[src/rtl/neuron_mem_host_port.sv]
// Host-side initiator for the neuron array's external memory port.
// One command in flight: valid/ready command in, single response out, with starvation timeout.
module neuron_mem_host_port #(
    parameter int unsigned NEURON_NUMBER = 256,
    parameter int unsigned NEUR_WIDTH    = 13,
    parameter int unsigned TIMEOUT       = 1024,
    localparam int unsigned AW           = $clog2(NEURON_NUMBER)
) (
    input  logic                  clk,
    input  logic                  reset,
    input  logic                  cmd_valid,
    output logic                  cmd_ready,
    input  logic                  cmd_we,
    input  logic [AW-1:0]         cmd_addr,
    input  logic [NEUR_WIDTH-1:0] cmd_wdata,
    output logic                  rsp_valid,
    input  logic                  rsp_ready,
    output logic [NEUR_WIDTH-1:0] rsp_rdata,
    output logic                  rsp_err,
    output logic                  ext_req,
    input  logic                  ext_ack,
    output logic                  ext_we,
    output logic                  ext_re,
    output logic [AW-1:0]         ext_neur_addr,
    output logic [NEUR_WIDTH-1:0] ext_neur_data_in,
    input  logic [NEUR_WIDTH-1:0] ext_neur_data_out,
    output logic [7:0]            timeout_cnt
);

    localparam int unsigned CW = $clog2(TIMEOUT);

    typedef enum logic [1:0] {
        IDLE  = 2'd0,
        REQ   = 2'd1,
        RDCAP = 2'd2,
        RSP   = 2'd3
    } state_t;

    state_t                state, state_nxt;
    logic                  we_q, we_nxt;
    logic [AW-1:0]         addr_q, addr_nxt;
    logic [NEUR_WIDTH-1:0] wdata_q, wdata_nxt;
    logic [CW-1:0]         wait_cnt, wait_cnt_nxt;
    logic [NEUR_WIDTH-1:0] rdata_nxt;
    logic                  err_nxt;
    logic [7:0]            timeout_cnt_nxt;
    logic                  addr_oob_c;

    assign addr_oob_c = 32'(cmd_addr) >= 32'(NEURON_NUMBER);

    // Handshake and memory-port strobes decode straight from the state register.
    assign cmd_ready        = (state == IDLE);
    assign rsp_valid        = (state == RSP);
    assign ext_req          = (state == REQ);
    assign ext_we           = ext_req & we_q;
    assign ext_re           = ext_req & ~we_q;
    assign ext_neur_addr    = addr_q;
    assign ext_neur_data_in = wdata_q;

    // State and datapath registers
    always_ff @(posedge clk or posedge reset) begin
        if (reset) begin
            state       <= IDLE;
            we_q        <= 1'b0;
            addr_q      <= '0;
            wdata_q     <= '0;
            wait_cnt    <= '0;
            rsp_rdata   <= '0;
            rsp_err     <= 1'b0;
            timeout_cnt <= 8'd0;
        end else begin
            state       <= state_nxt;
            we_q        <= we_nxt;
            addr_q      <= addr_nxt;
            wdata_q     <= wdata_nxt;
            wait_cnt    <= wait_cnt_nxt;
            rsp_rdata   <= rdata_nxt;
            rsp_err     <= err_nxt;
            timeout_cnt <= timeout_cnt_nxt;
        end
    end

    // Next-state and datapath update
    always_comb begin
        state_nxt       = state;
        we_nxt          = we_q;
        addr_nxt        = addr_q;
        wdata_nxt       = wdata_q;
        wait_cnt_nxt    = wait_cnt;
        rdata_nxt       = rsp_rdata;
        err_nxt         = rsp_err;
        timeout_cnt_nxt = timeout_cnt;

        case (state)
            IDLE: begin
                if (cmd_valid) begin
                    we_nxt    = cmd_we;
                    addr_nxt  = cmd_addr;
                    wdata_nxt = cmd_wdata;
                    if (addr_oob_c) begin
                        state_nxt = RSP;
                        err_nxt   = 1'b1;
                        rdata_nxt = '0;
                    end else begin
                        state_nxt    = REQ;
                        wait_cnt_nxt = '0;
                    end
                end
            end
            REQ: begin
                // A grant on the final wait cycle still wins over the timeout.
                if (ext_ack) begin
                    if (we_q) begin
                        state_nxt = RSP;
                        err_nxt   = 1'b0;
                        rdata_nxt = '0;
                    end else begin
                        state_nxt = RDCAP;
                    end
                end else if (wait_cnt == CW'(TIMEOUT - 1)) begin
                    state_nxt = RSP;
                    err_nxt   = 1'b1;
                    rdata_nxt = '0;
                    if (timeout_cnt != 8'hFF) begin
                        timeout_cnt_nxt = timeout_cnt + 8'd1;
                    end
                end else begin
                    wait_cnt_nxt = wait_cnt + CW'(1);
                end
            end
            RDCAP: begin
                // Memory registered the word at the end of the ack cycle.
                state_nxt = RSP;
                rdata_nxt = ext_neur_data_out;
                err_nxt   = 1'b0;
            end
            RSP: begin
                if (rsp_ready) begin
                    state_nxt = IDLE;
                end
            end
            default: begin
                state_nxt = IDLE;
            end
        endcase
    end

endmodule

[config.mk]
export PLATFORM = sky130hd
export DESIGN_NAME = neuron_mem_host_port
export DESIGN_NICKNAME = d
export VERILOG_FILES = /design/src/rtl/neuron_mem_host_port.sv
export SDC_FILE = /design/constraint.sdc
export NUM_CORES = 1
export LEC_CHECK = 0
export ABC_AREA = 1
export CORE_AREA = 2 2 81 83
export CTS_CLUSTER_DIAMETER = 200
export DETAILED_ROUTE_END_ITERATION = 7
export DIE_AREA = 0 0 83 85
export GPL_TIMING_DRIVEN = 0
export MAX_ROUTING_LAYER = met4
export PLACE_DENSITY = 0.78
export SETUP_SLACK_MARGIN = 0.15
export SYNTH_ARGS = -nofsm -noshare
export SYNTH_HDL_FRONTEND = slang
export SYNTH_SLANG_ARGS = --single-unit
export TNS_END_PERCENT = 100
[constraint.sdc]
create_clock -name clk -period 1.7 [get_ports clk]
set_input_delay 0.17 -clock clk [delete_from_list [all_inputs] [get_ports clk]]
set_output_delay 0.17 -clock clk [all_outputs]
set_load 0.1 [all_outputs]
==> key figures, run 1 <==
Run status
  • Outcome: finished, final reports clean

Worst setup path
  • Worst Path Required: between 1.5 and 2 ns
  • CP delay by family, top: buffers and inverters
  • CP Max Fanout: 6
  • CP peak stage delay: 0.42 ns
  • CP Buf/Inv Count: 6
  • Crit Path Category: reg -> reg
  • CP cell instances: inv_2, buf_6, ha_4, inv_2, or2_1, buf_6, o21ai_2, inv_2, nand2_4, inv_2, nand2_1, nand2_1
  • Startpoint types: register
  • Most used cell, CP: inv_2
  • Critical Path AT: ~1.9 ns
  • Slowest CP cell: dfrtp_1
  • CP endpoint kind: register

Clock network
  • CTS tree: built
  • Reg clk slew, reported paths: about 0.11 ns
  • CTS Buf Count: 5
  • Root buf cell: clkbuf_8
  • Clk_lat worst skew: roughly 0.32 ns
  • CTS Buffer Depth: 2
  • Clock sink count: between 50 and 60
  • CTS H-tree lvls: 2

Drt
  • Vias per inst: about 5.0
  • Remaining antenna violation count: 0
  • Vias: about 2.5k
  • Initial drt markers: between 70 and 80
  • DR pass1 iterations: 4
  • Post-Route WL: between 7000 and 8000 um
  • Post-DR wirelength/cell: between 15 and 20 um
  • DR DRC count: 0

Layout
  • ANT cells: 0
  • Area delta synth->final: 64.58%
  • # nets final: between 400 and 500
  • Share of post-route cells with drive strength above 1: about 48%
  • Final instance area: 4534 um2

Placed design
  • Post-DP Area: around 3800 um2
  • DPL Wire Length: around 4500 um
  • I/O Buffers: 87
  • Setup Slack @ Placement: -0.7025 ns
  • GPL Wtd Cong: slightly below 0.8

STA
  • Minimum clock period: roughly 1.7 ns
  • PnR worst setup slack: roughly 0.029 ns
  • Slew HR: between 60% and 70%
  • Final hold slack: between 0.15 and 0.2 ns
  • Final Hold Vio Count: 0
  • Max-slew violations: 0
  • Post-route clock period utilization: a little over nine tenths
  • Skew final: 0.004057 ns
  • RSZ-0062 raised after global routing: yes
  • Max Freq: roughly 600 MHz
  • Finish-stage setup viols: 0
  • Worst slew pin tran: between 0.5 and 0.6 ns

GRT
  • Pin count of the biggest net entering global routing: 40
  • Total global routing overflow: 0
  • GRT Overall Usage: between 10% and 20%
  • Initial antenna violation count: 0
  • First-pass GRT wire length: between 10000 and 15000 um
  • Vias in the first global route: ~2.4k

Logic synthesis
  • Mean Syn Cell Area: 9.600 um2
  • Sequential share of the synthesized area: approximately 50%
  • Post-synthesis cell area: 2755 um2
  • Netlist cell types: 31
  • Cells after Synth: 287
  • Post-synthesis register bit count: 56
  • Syn nets: 333
  • Yosys warning count: 0

Die
  • Die span in x: approximately 83 um
  • Die Area: approximately 7000 um2
  • IO Pins: 88
  • Initial Util: between 40% and 50%
  • Core area: between 6000 and 7000 um2
  • Die Ht: 85 um
  • Site Rows: 29

Job
  • Max-cap violations: 0

Hold path
  • Hold WC Path Type: in -> async
-- sequential cells by signal, indices dropped and copies added (netlist names) --
| register | count |
|---|---|
| ext_neur_data_in | 13 |
| rsp_rdata | 13 |
| wait_cnt | 10 |
| ext_neur_addr | 8 |
| timeout_cnt | 8 |
| state | 2 |
| rsp_err | 1 |
| we_q | 1 |
-- worst paths after layout --
kind / from / endpoint / slack (ns) / depth (start not counted)
hold / removal: reset / ext_neur_data_in[10]$_DFFE_PP0P_ / 0.15 / 2
max in group asynchronous: reset / timeout_cnt[2]$_DFFE_PP0P_ / 0.99 / 3
min in group clk: ext_neur_data_out[4] / rsp_rdata[4]$_DFFE_PP0P_ / 0.41 / 3
hold reg to reg: rsp_rdata[12]$_DFFE_PP0P_ / rsp_rdata[12]$_DFFE_PP0P_ / 0.50 / 2
setup / recovery: state[1]$_DFFE_PP0P_ / state[0]$_DFFE_PP0P_ / 0.03 / 12
setup reg to reg: state[1]$_DFFE_PP0P_ / state[0]$_DFFE_PP0P_ / 0.03 / 12
-- synthesized netlist by cell type, drive strengths merged --
library cell / n / area [um2]
dfrtp: 56 / 1401
ha: 6 / 75.07
nand2: 103 / 426.7
a21o: 1 / 7.510
or2: 2 / 12.52
nor3b: 1 / 7.510
o211ai: 1 / 7.510
a21oi: 4 / 20.02
nand3b: 1 / 7.510
nor3: 1 / 5.000
nor2: 20 / 92.59
clkbuf: 1 / 3.750
buf: 7 / 53.80
xor2: 2 / 17.52
inv: 20 / 75.07
nand4: 1 / 6.260
o21a: 1 / 7.510
xnor2: 5 / 43.79
nand3: 9 / 57.56
o21ai: 23 / 178.9
mux2: 22 / 247.7
-- cell usage in the layout (no fill, tap or decap), drive strengths merged, types with 5 or more instances in the layout --
cell	instances
buf	42
ha	6
clkdlybuf4s15	41
clkbuf	8
clkdlybuf4s50	39
nor2	20
inv	20
xnor2	5
nand3	9
o21ai	23
dfrtp	56
nand2	104
mux2	22
-- logic make-up after synthesis --
kind of cell	synth area share [%]
AO/OA/AOI/OAI	8.038
XOR/XNOR	2.225
adder cells (fa/ha/maj)	2.725
buffers and inverters	4.814
flip-flops	50.86
multiplexers	8.992
AND/OR/NAND/NOR	22.34
-- stage by stage --
stage / cells / utilization, % / setup TNS (ns)
5_1_grt: 491 / 73.08 / -0.5777
4_1_cts: 475 / 67.94 / 0
2_1_floorplan: 287 / - / -11.43
6_report: 491 / 73.08 / 0
3_5_place_dp: 452 / 61.46 / -3.793
3_3_place_gp: 451 / 61.14 / -55.97
-- timing repair --
action	CTS	global route
hold buffers	0	0
gates cloned	1	3
endpoints found under the setup margin	101	61
gates resized for setup	200	41
buffers inserted	14	13
pin swaps	6	9
-- area by class of cell --
type	instances	area, um2
inverters	20	81.33
plain buffers	8	108.9
multi-input cells	204	1444
clock inverters	3	46.29
clock buffers	5	68.82
fillers	397	1670
repair buffers	118	1279
flip-flops and latches	56	1410
well taps	77	96.34
-- layer usage --
metal  track usage [%]  up-vias  share of wire, %
li1                  -     1164                 -
met1             24.53     1206                38
met2             32.84       74                53
met3             5.545       16               6.3
met4             4.918        0               2.3
met5                 -        -                 0
Power of run 1 is not shown: default switching activity piles up to over one toggle a cycle in this logic, so the estimate is an artifact.
==> run 2: changes to the inputs <==
REMOVE_ABC_BUFFERS = 1   (was unset)
==> key figures, run 2 (synthesis gave the netlist of run 1 again) <==
Worst setup path
  • CP peak stage delay: 0.45 ns (+0.03 ns)
  • Startpoint types: register
  • CP cell instances: buf_6, ha_4, clkinv_4, nor2_4, buf_4, a21oi_4, buf_12, nand2_4, o21ai_2
  • RR Startpoint: state[0]$_DFFE_PP0P_
  • CP Buf/Inv Count: 4 (-2)
  • Reg-to-Reg End: rsp_rdata[3]$_DFFE_PP0P_
  • CP endpoint kind: register
  • CP Max Fanout: 7 (+1)
  • Crit Path Category: reg -> reg
  • R2R cell count: 9 (-3)
  • Slowest CP cell: dfrtp_2
  • Critical Path AT: 1.85 ns (-0.03 ns)
  • CP delay by family, top: buffers and inverters
  • Reg2reg setup slack: 0.10 ns (+0.07 ns)
  • Worst Path Required: 1.95 ns (+0.04 ns)

Placed design
  • DPL Wire Length: 4242 um (-6.5%)
  • Post-DP Area: 3685 um2 (-3.4%)
  • Setup Slack @ Placement: -0.9603 ns (-0.2578 ns)
  • GPL Wtd Cong: 0.7911 (+1.6%)
  • I/O Buffers: 87 (unchanged)

GRT
  • Vias in the first global route: 2376 (unchanged)
  • First-pass GRT wire length: 10990 um (-1.2%)
  • Initial antenna violation count: 0 (unchanged)
  • GRT Overall Usage: 19.60% (-0.34 points)
  • Pin count of the biggest net entering global routing: 41 (+2.5%)
  • Total global routing overflow: 0 (unchanged)

Layout
  • Commonest non-fill, non-tap cell in the layout: nand2_1
  • # nets final: 450 (-2.0%)
  • ANT cells: 0 (unchanged)
  • Most frequent cells in the layout: nand2_1 (79), dfrtp_1 (55), clkdlybuf4s15_2 (41)
  • Final instance area: 4388 um2 (-3.2%)
  • Fillers: 452 (+14%)
  • Share of post-route cells with drive strength above 1: 43.70% (-4.6 points)
  • Area delta synth->final: 59.26%

Clock network
  • Post-CTS Hold Fix Bufs: 0 (unchanged)
  • CTS tree: built
  • CTS Buffer Depth: 2 (unchanged)
  • Clk_lat worst skew: 0.32 ns (about the same)
  • Reg clk slew, reported paths: 0.11 ns (about the same)
  • CTS Buf Count: 5 (unchanged)
  • CTS H-tree lvls: 2 (unchanged)
  • Root buf cell: clkbuf_8
  • Clock sink count: 56 (unchanged)

Drt
  • Vias: 2387 (-3.0%)
  • Post-Route WL: 7173 um (-7.6%)
  • DR DRC count: 0 (unchanged)
  • Vias per inst: 4.952 (-1.2%)
  • Remaining antenna violation count: 0 (unchanged)
  • Initial drt markers: 144 (+87%)
  • Post-DR wirelength/cell: 14.88 um (-5.8%)
  • DR pass1 iterations: 4 (unchanged)

Die
  • IO Pins: 88 (unchanged)
  • Die span in x: 83 um (unchanged)
  • Core area: 6205 um2 (unchanged)
  • Die Ht: 85 um (unchanged)
  • Die Area: 7055 um2 (unchanged)
  • Initial Util: 44.40% (unchanged)
  • Site Rows: 29 (unchanged)

STA
  • Minimum clock period: 1.599 ns (-0.07262 ns)
  • Post-route clock period utilization: 94.05% (-4.3 points)
  • Finish-stage setup viols: 0 (unchanged)
  • Slew HR: 62.89% (+0.78 points)
  • Final Hold Vio Count: 0 (unchanged)
  • Final hold slack: 0.1573 ns (+0.006031 ns)
  • PnR worst setup slack: 0.1012 ns (+0.07262 ns)
  • Setup TNS: 0 ns (unchanged)
  • RSZ-0062 raised after global routing: yes
  • Max Freq: 625.5 MHz (+4.5%)
  • Skew final: 0.01119 ns (+0.007129 ns)
  • Max-slew violations: 0 (unchanged)
  • Worst slew pin tran: 0.5593 ns (-0.01173 ns)

Hold path
  • Hold WC Path Type: in -> async

Job
  • Max-cap violations: 0 (unchanged)

Run status
  • Outcome: finished, final reports clean
## run 2: worst max path at each step
stage               cells past startpoint                          to                    start
floorplan                               8         rsp_err$_DFFE_PP0P_     state[1]$_DFFE_PP0P_
global placement                        5                      ext_re     state[1]$_DFFE_PP0P_
detailed placement                      5                      ext_re     state[1]$_DFFE_PP0P_
CTS                                     5                      ext_re     state[1]$_DFFE_PP0P_
global route                            9  timeout_cnt[5]$_DFFE_PP0P_  wait_cnt[1]$_DFFE_PP0P_
finish                                  9    rsp_rdata[3]$_DFFE_PP0P_     state[0]$_DFFE_PP0P_
## run 2: routing by layer
layer  global-route usage [%]  vias up  share of wire (%)
li1                         -     1157                  -
met1                    24.35     1142                 42
met2                    31.89       76                 51
met3                    4.572       12                4.5
met4                    6.408        0                2.0
met5                        -        -                  0
## run 2: cell type report
class                      count  area, um2  area share, %
multi-input combinational    206       1455          33.16
clock buffer                   6      82.58          1.882
clock inverter                 2      38.79         0.8839
inverter                      20      80.08          1.825
sequential                    56       1403          31.96
timing repair buffer         115       1232          28.09
tap                           77      96.34          2.196
## run 2: stage by stage
step,instances,util (%)
6_report,482,70.72
5_1_grt,482,70.72
4_1_cts,465,66.16
3_5_place_dp,444,59.39
3_3_place_gp,443,59.06
2_1_floorplan,279,-
## run 2: what timing repair did
| action | in CTS | in global routing |
|---|---|---|
| endpoints found under the setup margin | 104 | 61 |
| resized for setup | 190 | 44 |
| gates cloned | 2 | 1 |
| pin swaps | 2 | 10 |
| setup buffers | 11 | 16 |
## run 2: worst reg2reg max path: stages (launching register included)
cell	delay [ns]
dfrtp_2	0.45
buf_6	0.13
ha_4	0.17
clkinv_4	0.06
nor2_4	0.04
buf_4	0.14
a21oi_4	0.13
buf_12	0.16
nand2_4	0.11
o21ai_2	0.13
Power of run 2 is left out for the same reason.
==> run 3: changes to the inputs <==
ABC_AREA = unset   (was 1)
CORE_AREA = 2 2 80 82   (was 2 2 81 83)
DIE_AREA = 0 0 82 84   (was 0 0 83 85)
PLACE_DENSITY = 0.77   (was 0.78)
clock period = 1.65 ns   (was 1.7 ns; I/O delays follow)
==> key figures, run 3 <==
STA
  • Max-slew violations: 0 (unchanged)
  • RSZ-0062 raised after global routing: yes
  • Minimum clock period: 1.743 ns (+0.1445 ns)
  • Post-route clock period utilization: 105.7% (+12 points)
  • Slew HR: 48.31% (-15 points)
  • Final Hold Vio Count: 0 (unchanged)
  • Finish-stage setup viols: 20 (+20)
  • Setup TNS: -0.9270 ns (-0.9270 ns)
  • Max Freq: 573.6 MHz (-8.3%)
  • PnR worst setup slack: -0.09332 ns (-0.1945 ns)
  • Worst slew pin tran: 0.7741 ns (+0.2149 ns)
  • Skew final: 0.008188 ns (-0.002998 ns)

GRT
  • Initial antenna violation count: 0 (unchanged)
  • Total global routing overflow: 0 (unchanged)
  • GRT Overall Usage: 21.26% (+1.7 points)
  • Vias in the first global route: 2349 (-1.1%)
  • First-pass GRT wire length: 11070 um (+0.76%)
  • Pin count of the biggest net entering global routing: 34 (-17%)

Run status
  • Violated checks: negative setup slack
  • Outcome: finished with violations

Placed design
  • I/O Buffers: 87 (unchanged)
  • Post-DP Area: 3570 um2 (-3.1%)
  • GPL Wtd Cong: 0.7579 (-4.2%)
  • Placed Cells: 383 (-14%)
  • Setup Slack @ Placement: -0.8769 ns (+0.08345 ns)
  • DPL Wire Length: 3969 um (-6.4%)

Drt
  • Post-DR wirelength/cell: 17.77 um (+19%)
  • Remaining antenna violation count: 0 (unchanged)
  • Post-Route WL: 7746 um (+8.0%)
  • DR DRC count: 0 (unchanged)
  • Initial drt markers: 121 (-16%)
  • DR pass1 iterations: 4 (unchanged)
  • Vias per inst: 5.314 (+7.3%)
  • Vias: 2317 (-2.9%)

Logic synthesis
  • Mean Syn Cell Area: 11.70 um2 (+22%)
  • Yosys warning count: 0 (unchanged)
  • Sequential share of the synthesized area: 53.72% (+2.9 points)
  • Top area cells in the synthesized netlist: dfrtp_1 (54%), mux2_2 (10%), mux2i_1 (5.8%)
  • Main synth FF type: dfrtp_1
  • Most frequent cell after synthesis: dfrtp_1
  • Area leader, netlist: dfrtp_1
  • EDFF count, synth: 0 (unchanged)
  • Synth async-reset ratio: 100.0% (unchanged)
  • Synth top cells by count: dfrtp_1 (56), mux2_2 (24), nand2_1 (22), inv_1 (20), mux2i_1 (15)
  • Post-synthesis cell area: 2609 um2 (-5.3%)
  • Post-synthesis register bit count: 56 (unchanged)
  • Cells after Synth: 223 (-22%)
  • Top cell type's share of synthesized area: 53.72% (+2.9 points)
  • Netlist cell types: 40 (+29%)

Worst setup path
  • Crit Path Category: reg -> reg
  • CP endpoint kind: register
  • Worst Path Required: 1.88 ns (-0.07 ns)
  • Critical Path AT: 1.98 ns (+0.13 ns)
  • R2R cell count: 7 (-2)
  • Reg-to-Reg End: timeout_cnt[5]$_DFFE_PP0P_
  • RR Startpoint: state[1]$_DFFE_PP0P_
  • Reg2reg setup slack: -0.09 ns (-0.19 ns)
  • Startpoint types: register
  • CP Max Fanout: 4 (-3)

Layout
  • Share of post-route cells with drive strength above 1: 46.52% (+2.8 points)
  • Most frequent cells in the layout: dfrtp_1 (53), clkdlybuf4s15_2 (40), clkdlybuf4s50_1 (38)
  • Area delta synth->final: 73.53%
  • Post-route insts no fill: 436 (-9.5%)
  • Fillers: 397 (-12%)
  • ANT cells: 0 (unchanged)
  • Commonest non-fill, non-tap cell in the layout: dfrtp_1
  • # nets final: 404 (-10%)
  • Final instance area: 4527 um2 (+3.2%)

Die
  • Die span in x: 82 um (-1.2%)
  • IO Pins: 88 (unchanged)
  • Die Ht: 84 um (-1.2%)
  • Die Area: 6888 um2 (-2.4%)
  • Initial Util: 42.80% (-1.6 points)
  • Core area: 6096 um2 (-1.8%)
  • Site Rows: 29 (unchanged)

Clock network
  • CTS Buffer Depth: 2 (unchanged)
  • Reg clk slew, reported paths: 0.10 ns (about the same)
  • Clk_lat worst skew: 0.31 ns (about the same)
  • Clock sink count: 56 (unchanged)
  • CTS H-tree lvls: 2 (unchanged)
  • Post-CTS Hold Fix Bufs: 0 (unchanged)
  • CTS Buf Count: 5 (unchanged)
  • CTS tree: built
  • Root buf cell: clkbuf_8

Job
  • Max-cap violations: 0 (unchanged)

Hold path
  • Hold WC Path Type: in -> async
-- run 3: changes by cell type after synthesis, moves of 5 or more --
| cell | before | now |
|---|---|---|
| a31oi_1 | 0 | 6 |
| and3_1 | 0 | 5 |
| mux2i_1 | 0 | 15 |
| nand2_1 | 91 | 22 |
| nand2_2 | 10 | 1 |
| nand2b_1 | 0 | 6 |
| nor2_1 | 17 | 6 |
| o21ai_2 | 17 | 1 |
-- run 3: cell type report --
| cell class | count | area, um2 | share of cell area [%] |
|---|---|---|---|
| clock buffer | 6 | 72.57 | 1.603 |
| multi-input combinational | 146 | 1485 | 32.81 |
| inverter | 20 | 77.57 | 1.714 |
| tap | 77 | 96.34 | 2.128 |
| timing repair buffer | 129 | 1374 | 30.35 |
| sequential | 56 | 1405 | 31.04 |
| clock inverter | 2 | 16.27 | 0.3593 |
-- run 3: worst max path at each step --
stage | start | to | cells after the start
6_report | state[1]$_DFFE_PP0P_ | timeout_cnt[5]$_DFFE_PP0P_ | 7
5_1_grt | state[1]$_DFFE_PP0P_ | timeout_cnt[5]$_DFFE_PP0P_ | 7
2_1_floorplan | state[1]$_DFFE_PP0P_ | ext_re | 3
3_3_place_gp | reset | timeout_cnt[6]$_DFFE_PP0P_ | 2
4_1_cts | state[1]$_DFFE_PP0P_ | timeout_cnt[5]$_DFFE_PP0P_ | 7
3_5_place_dp | state[1]$_DFFE_PP0P_ | ext_we | 4
-- run 3: timing repair --
action | 4_1_cts | 5_1_grt
gates cloned | 2 | 3
setup endpoints to repair | 104 | 64
buffers inserted | 28 | 12
gates resized for setup | 217 | 53
pin swaps | 17 | 13
-- run 3: worst max-delay path, cell delays in order (launching register included) --
cell and delay [ns]:
dfrtp_1 0.41, inv_2 0.09, ha_4 0.19, nand2b_4 0.07
nor4_4 0.41, buf_4 0.21, nand4_1 0.10, xnor2_1 0.18
-- run 3: metrics by stage --
| stage | util (%) | hold WS (ns) |
|---|---|---|
| floorplan | - | 0.3075 |
| CTS | 69.07 | 0.2110 |
| detailed placement | 58.56 | 0.4890 |
| global placement | 58.23 | 0.4837 |
| finish | 74.26 | 0.1962 |
| global route | 74.26 | 0.2322 |
-- run 3: logic make-up (layout without fill, tap and decap cells) --
logic type / Yosys count / in the layout / share of synthesized area, %
and+or+nand+nor: 70 / 74 / 15.35
DFF: 56 / 56 / 53.72
muxes: 40 / 40 / 16.69
buffers and inverters: 25 / 157 / 3.885
AOI/OAI and AO/OA: 19 / 19 / 5.133
xor gates and xnor gates: 7 / 7 / 2.350
adders and majority gates: 6 / 6 / 2.878
-- run 3: metal layers --
layer / wire length (um) / vias to the layer above / GRT usage, %
met4: 167 / 0 / 5.909
met1: 3082 / 1142 / 25.04
met5: 0 / - / -
li1: - / 1049 / -
met2: 4062 / 106 / 36.29
met3: 433 / 20 / 4.437
Power of run 3 is left out for the same reason.
